$ cat src/rtl/rf_wport_arbiter.sv
// rtl/rf_wport_arbiter.sv - register-file write-port arbiter with long-latency result FIFO and scoreboard
module rf_wport_arbiter #(
  parameter int DEPTH      = 4,
  parameter int STARVE_MAX = 8
) (
  input  logic        clk,
  input  logic        reset,
  input  logic        wb_we,
  input  logic [4:0]  wb_rd,
  input  logic [31:0] wb_data,
  input  logic        lu_valid,
  input  logic [4:0]  lu_rd,
  input  logic [31:0] lu_data,
  output logic        lu_ready,
  input  logic        issue_valid,
  input  logic [4:0]  issue_rd,
  input  logic [4:0]  chk_rs,
  input  logic [4:0]  chk_rt,
  output logic        stall,
  output logic        rf_we,
  output logic [4:0]  rf_wa,
  output logic [31:0] rf_wd
);

  localparam int PW = (DEPTH > 1) ? $clog2(DEPTH) : 1;
  localparam int CW = PW + 1;
  localparam int SW = $clog2(STARVE_MAX + 1);

  logic [PW-1:0] wr_ptr_q, wr_ptr_d;
  logic [PW-1:0] rd_ptr_q, rd_ptr_d;
  logic [CW-1:0] count_q, count_d;
  logic [4:0]    rd_mem_q [DEPTH];
  logic [4:0]    rd_mem_d [DEPTH];
  logic [31:0]   data_mem_q [DEPTH];
  logic [31:0]   data_mem_d [DEPTH];
  logic [31:0]   pend_q, pend_d;
  logic [SW-1:0] starve_q, starve_d;

  logic empty, full, wb_act, pop, push, starve;
  logic [4:0] head_rd;

  // Arbitration decode: WB always owns the port when it writes a real register.
  always_comb begin
    empty   = (count_q == '0);
    full    = (count_q == CW'(DEPTH));
    wb_act  = wb_we && (wb_rd != 5'd0);
    pop     = !wb_act && !empty;
    // lu_rd==0 results are acknowledged but never stored.
    push    = lu_valid && !full && (lu_rd != 5'd0);
    head_rd = rd_mem_q[rd_ptr_q];
    starve  = (starve_q == SW'(STARVE_MAX));
  end

  // Port select and hazard outputs, all zero-latency from inputs and registered state.
  always_comb begin
    rf_we    = 1'b0;
    rf_wa    = 5'd0;
    rf_wd    = 32'd0;
    if (wb_act) begin
      rf_we = 1'b1;
      rf_wa = wb_rd;
      rf_wd = wb_data;
    end else if (!empty) begin
      rf_we = 1'b1;
      rf_wa = head_rd;
      rf_wd = data_mem_q[rd_ptr_q];
    end
    lu_ready = !full;
    stall    = ((chk_rs != 5'd0) && pend_q[chk_rs]) ||
               ((chk_rt != 5'd0) && pend_q[chk_rt]) ||
               starve;
  end

  // Next-state for FIFO storage, pointers, pending bits and starvation counter.
  always_comb begin
    wr_ptr_d   = wr_ptr_q;
    rd_ptr_d   = rd_ptr_q;
    count_d    = count_q;
    rd_mem_d   = rd_mem_q;
    data_mem_d = data_mem_q;
    pend_d     = pend_q;
    starve_d   = starve_q;

    if (push) begin
      rd_mem_d[wr_ptr_q]   = lu_rd;
      data_mem_d[wr_ptr_q] = lu_data;
      wr_ptr_d             = wr_ptr_q + PW'(1);
    end
    if (pop) begin
      rd_ptr_d = rd_ptr_q + PW'(1);
    end
    if (push && !pop) begin
      count_d = count_q + CW'(1);
    end else if (pop && !push) begin
      count_d = count_q - CW'(1);
    end

    // Clear first so a same-cycle issue to the same register keeps it pending.
    if (pop) begin
      pend_d[head_rd] = 1'b0;
    end
    if (issue_valid && (issue_rd != 5'd0)) begin
      pend_d[issue_rd] = 1'b1;
    end
    pend_d[0] = 1'b0;

    if (pop || empty) begin
      starve_d = '0;
    end else if (wb_act && !starve) begin
      starve_d = starve_q + SW'(1);
    end
  end

  // State registers; reset discards queued results and pending bits at once.
  always_ff @(posedge clk or posedge reset) begin
    if (reset) begin
      wr_ptr_q <= '0;
      rd_ptr_q <= '0;
      count_q  <= '0;
      pend_q   <= '0;
      starve_q <= '0;
      for (int i = 0; i < DEPTH; i++) begin
        rd_mem_q[i]   <= 5'd0;
        data_mem_q[i] <= 32'd0;
      end
    end else begin
      wr_ptr_q   <= wr_ptr_d;
      rd_ptr_q   <= rd_ptr_d;
      count_q    <= count_d;
      pend_q     <= pend_d;
      starve_q   <= starve_d;
      rd_mem_q   <= rd_mem_d;
      data_mem_q <= data_mem_d;
    end
  end

endmodule

$ cat config.mk
export PLATFORM = sky130hd
export DESIGN_NAME = rf_wport_arbiter
export DESIGN_NICKNAME = d
export VERILOG_FILES = /design/src/rtl/rf_wport_arbiter.sv
export SDC_FILE = /design/constraint.sdc
export NUM_CORES = 1
export LEC_CHECK = 0
export CORE_MARGIN = 4
export CORE_UTILIZATION = 34
export CTS_CLUSTER_SIZE = 40
export DETAILED_ROUTE_END_ITERATION = 8
export PLACE_DENSITY_LB_ADDON = 0.12
export SLEW_MARGIN = 5
export SYNTH_ARGS = -nofsm -noshare
export SYNTH_HDL_FRONTEND = slang
export SYNTH_SLANG_ARGS = --single-unit
$ cat constraint.sdc
create_clock -name clk -period 6.5 [get_ports clk]
set_input_delay 1.3 -clock clk [delete_from_list [all_inputs] [get_ports clk]]
set_output_delay 1.3 -clock clk [all_outputs]
set_load 0.005 [all_outputs]
==> qor.csv <==
stage;metric;value;unit
critical_path;Critical Path Source Type;primary input;
floorplanning;Initial Util;0.3478;
sta;setup TNS;0;ps
sta;Max Freq;193.3;MHz
logic_synthesis;syn avg cell area;14.46;µm²
logic_synthesis;Yosys reg bits;190;
global_routing;largest net degree at the start of global routing;140;
sta;max_slew headroom;0.2596;
global_routing;wire length of the first global-routing pass;37490;µm
cells_and_area;final non-filler cell total;1105;
logic_synthesis;Mapped Cells;632;
critical_path;CP Class;in -> out;
power;Flop pwr share;0.405;
sta;Tmin final;5174;ps
floorplanning;FP Rows;59;
placement;Buffers on Ports;133;
critical_path;r2r setup slk;3710;ps
cells_and_area;proportion of layout cells with a drive suffix above 1;0.3208;
critical_path;worst r2r dst;count_q[2]$_DFFE_PP0P_;
sta;Final Hold Violating Endpoints;0;
placement;gpl congestion;0.8042;
detailed_routing;via/cell ratio;5.377;
global_routing;vias in the first global route;6627;
power;Internal;0.003688;W
power;Clock Power Share;0.186;
job;Max-Cap Viols;0;
floorplanning;DIE HEIGHT;172.0;µm
sta;count of pins over their slew limit;0;
sta;final setup fails;0;
power;Sw Share;0.3263;
detailed_routing;antenna-violating nets left;0;
detailed_routing;drt pass-1 iters;5;
logic_synthesis;Ys Warns;0;
sta;RSZ-0062 raised after global routing;no;
clocking;Clock Path Buffers;2;
critical_path;Worst EP arrival;3870;ps
clocking;total CTS buffers;17;
floorplanning;die area;29570;µm²
detailed_routing;drt drc;0;
floorplanning;I/O pin count;134;
power;Net Sw Power;0.001787;W
detailed_routing;Max Used Layer;met5;
cells_and_area;area grow syn2layout;24.35;%
clocking;CTS Sinks;190;
detailed_routing;via count;5942;
floorplanning;core area;26280;µm²
floorplanning;die width;172.0;µm
critical_path;FF-to-FF Start;count_q[0]$_DFFE_PP0P_;
global_routing;grt ovf;0;
clocking;Post-CTS Setup Bufs;0;
global_routing;total track usage;0.1640;
logic_synthesis;Cell variety after synth;39;
clocking;worst-skew pair later-pin latency;430;ps
placement;pre-CTS setup slack;1300;ps
detailed_routing;Avg WL per Cell;21.44;µm
global_routing;initial antenna violation count;1;
clocking;H-tree depth;4;
critical_path;R2R depth;10;
critical_path;worst-path fanout max;32;
placement;DP HPWL;15860;µm
clocking;clk root buf;clkbuf_16;
cells_and_area;Final nets;859;
critical_path;Critical Path Sink Type;output pin;
sta;Worst Skew;10.21;ps
power;combinational group share of total power;0.408;
critical_path;Critical Path Source;wb_rd[3];
detailed_routing;met2 WL;11790;µm
power;peak supply drop;165.5;µV
hold_path;Hold Crit Class;reg -> reg;
detailed_routing;met1 WL;10430;µm
cells_and_area;n_diodes;0;
critical_path;crit path capture;rf_wd[7];
power;Leak Pwr;4.600;nW
detailed_routing;final WL;23690;µm
clocking;Resize count post-CTS;0;
sta;fin worst setup slack;1326;ps
logic_synthesis;Syn Std Cell Area;9140;µm²
detailed_routing;WL met3;1209;µm
cells_and_area;fillers;2396;
logic_synthesis;sequential area share after synthesis;0.5202;
detailed_routing;DR iter-0 viols;291;
critical_path;WP data required;5200;ps
power;Cell Pwr Density;481.7;nW/µm²
sta;worst-margin pin slew;1111;ps
sta;Final Cycle Share;0.7961;
run_status;status;finished, final reports clean;
clocking;clock tree from TritonCTS;built;
clocking;Worst-path clk slew;70;ps
logic_synthesis;Post-Syn Nets;734;
clocking;CTS Hold Buffers Added;0;
placement;Placed Cells incl. Taps;1073;
-- synth_stat cells --
master | instances | area share
clkbuf_1 | 12 | 0.0049
or4_4 | 2 | 0.0025
nor2b_1 | 1 | 0.00068
o211a_1 | 2 | 0.0022
nand3_1 | 5 | 0.0027
a32oi_1 | 1 | 0.00096
o21ai_0 | 38 | 0.021
nor3_1 | 2 | 0.0011
nand3b_1 | 9 | 0.0074
buf_6 | 3 | 0.0037
nand2b_1 | 1 | 0.00068
or3_1 | 3 | 0.0021
ha_1 | 7 | 0.0096
or4_1 | 1 | 0.00082
inv_1 | 8 | 0.0033
a211o_1 | 1 | 0.00096
mux2i_1 | 4 | 0.0044
fa_1 | 1 | 0.0022
xnor2_1 | 5 | 0.0048
a21oi_1 | 3 | 0.0016
buf_2 | 18 | 0.0099
nand2_1 | 14 | 0.0057
mux2_2 | 139 | 0.17
o311ai_0 | 1 | 0.00096
mux2_1 | 12 | 0.015
buf_1 | 2 | 0.00082
dfrtp_1 | 190 | 0.52
nor2_1 | 14 | 0.0057
o21ai_1 | 28 | 0.015
o31a_1 | 1 | 0.00096
nand2_2 | 4 | 0.0027
nand4_1 | 1 | 0.00068
o21a_1 | 1 | 0.00082
xor2_1 | 4 | 0.0038
or3b_2 | 2 | 0.0019
or4b_4 | 2 | 0.0030
a22o_1 | 37 | 0.035
mux4_2 | 52 | 0.13
inv_2 | 1 | 0.00041
-- state kept, by name, indices dropped and copies added, names as in the netlist --
name	flops
count_q	3
data_mem_q	128
pend_q	31
rd_mem_q	20
rd_ptr_q	2
starve_q	4
wr_ptr_q	2
-- cells by family after synthesis --
group                    Yosys count  synth area share
AO/OA/AOI/OAI                    113           0.08008
XOR/XNOR                           9          0.008624
AND/OR/NAND/NOR                   61           0.03778
buffers and inverters             44           0.02300
multiplexers                     207            0.3185
adder cells (fa/ha/maj)            8           0.01177
flip-flops                       190            0.5202
-- worst min-delay path by stage --
stage / to / cells after the start / from
2_1_floorplan: data_mem_q[54]$_DFFE_PP0P_ / 1 / data_mem_q[54]$_DFFE_PP0P_
6_report: data_mem_q[55]$_DFFE_PP0P_ / 1 / data_mem_q[55]$_DFFE_PP0P_
3_5_place_dp: data_mem_q[124]$_DFFE_PP0P_ / 1 / data_mem_q[124]$_DFFE_PP0P_
4_1_cts: data_mem_q[124]$_DFFE_PP0P_ / 1 / data_mem_q[124]$_DFFE_PP0P_
5_1_grt: data_mem_q[124]$_DFFE_PP0P_ / 1 / data_mem_q[124]$_DFFE_PP0P_
3_3_place_gp: data_mem_q[55]$_DFFE_PP0P_ / 1 / data_mem_q[55]$_DFFE_PP0P_
-- critical path, stage by stage --
cell and delay (ps):
clkdlybuf4s50_1 450, or4_4 520, o21a_2 230, nor2_4 190, buf_4 450, a22o_1 210
clkdlybuf4s50_1 500
-- placed cells by master, fill, tap and decap left out, types with 2 or more instances in the layout --
cell type	instances
nand3_1	5
dfrtp_1	188
o21ai_1	28
a21oi_1	3
nor3_1	2
clkbuf_16	17
nand2_2	4
mux4_2	52
inv_1	7
or4b_4	2
o21ai_0	38
clkdlybuf4s50_1	133
a22o_1	37
nand2_1	14
nand3b_1	9
nor2_1	13
xnor2_1	5
mux2_1	12
o211a_1	2
buf_4	8
inv_6	4
mux2i_1	4
dfrtp_2	2
xor2_1	4
mux2_2	139
inv_8	3
or3b_2	2
clkinv_2	3
or4_4	2
or3_1	3
clkinvlp_4	3
ha_1	7
-- routing by layer --
layer / track usage / vias to the layer above
li1: - / 2646
met1: 0.2139 / 3131
met2: 0.2795 / 141
met3: 0.03841 / 22
met4: 0.03862 / 2
met5: 0 / -
-- cell type report --
| type | instances | area (µm²) | area share |
|---|---|---|---|
| clock buffers | 18 | 439.2 | 0.03864 |
| clock inverters | 14 | 133.9 | 0.01178 |
| inverters | 9 | 41.29 | 0.003633 |
| multi-input cells | 398 | 4184 | 0.3681 |
| flip-flops and latches | 190 | 4757 | 0.4185 |
| well taps | 335 | 419.2 | 0.03688 |
| repair buffers | 141 | 1391 | 0.1224 |
-- through the flow --
| stage | hold WS, ps | util | instance area [µm²] | power [W] |
|---|---|---|---|---|
| after floorplan | 458.7 | - | 9140 | 0.003683 |
| after global placement | 468.2 | 0.4107 | 10790 | 0.004410 |
| after detailed placement | 480.2 | 0.4107 | 10790 | 0.004524 |
| after CTS | 495.9 | 0.4325 | 11370 | 0.005560 |
| after global routing | 500.0 | 0.4325 | 11370 | 0.005848 |
| final | 493.8 | 0.4325 | 11370 | 0.005475 |
-- power groups by stage --
| stage | Sequential (W) | Combinational, W | Clock [W] |
|---|---|---|---|
| 2_1_floorplan | 0.00200 | 0.00168 | 0 |
| 3_3_place_gp | 0.00220 | 0.00221 | 0 |
| 3_5_place_dp | 0.00225 | 0.00227 | 0 |
| 4_1_cts | 0.00223 | 0.00228 | 0.00105 |
| 5_1_grt | 0.00231 | 0.00244 | 0.00110 |
| 6_report | 0.00222 | 0.00224 | 0.00102 |
(Power assumes the default switching activity.)
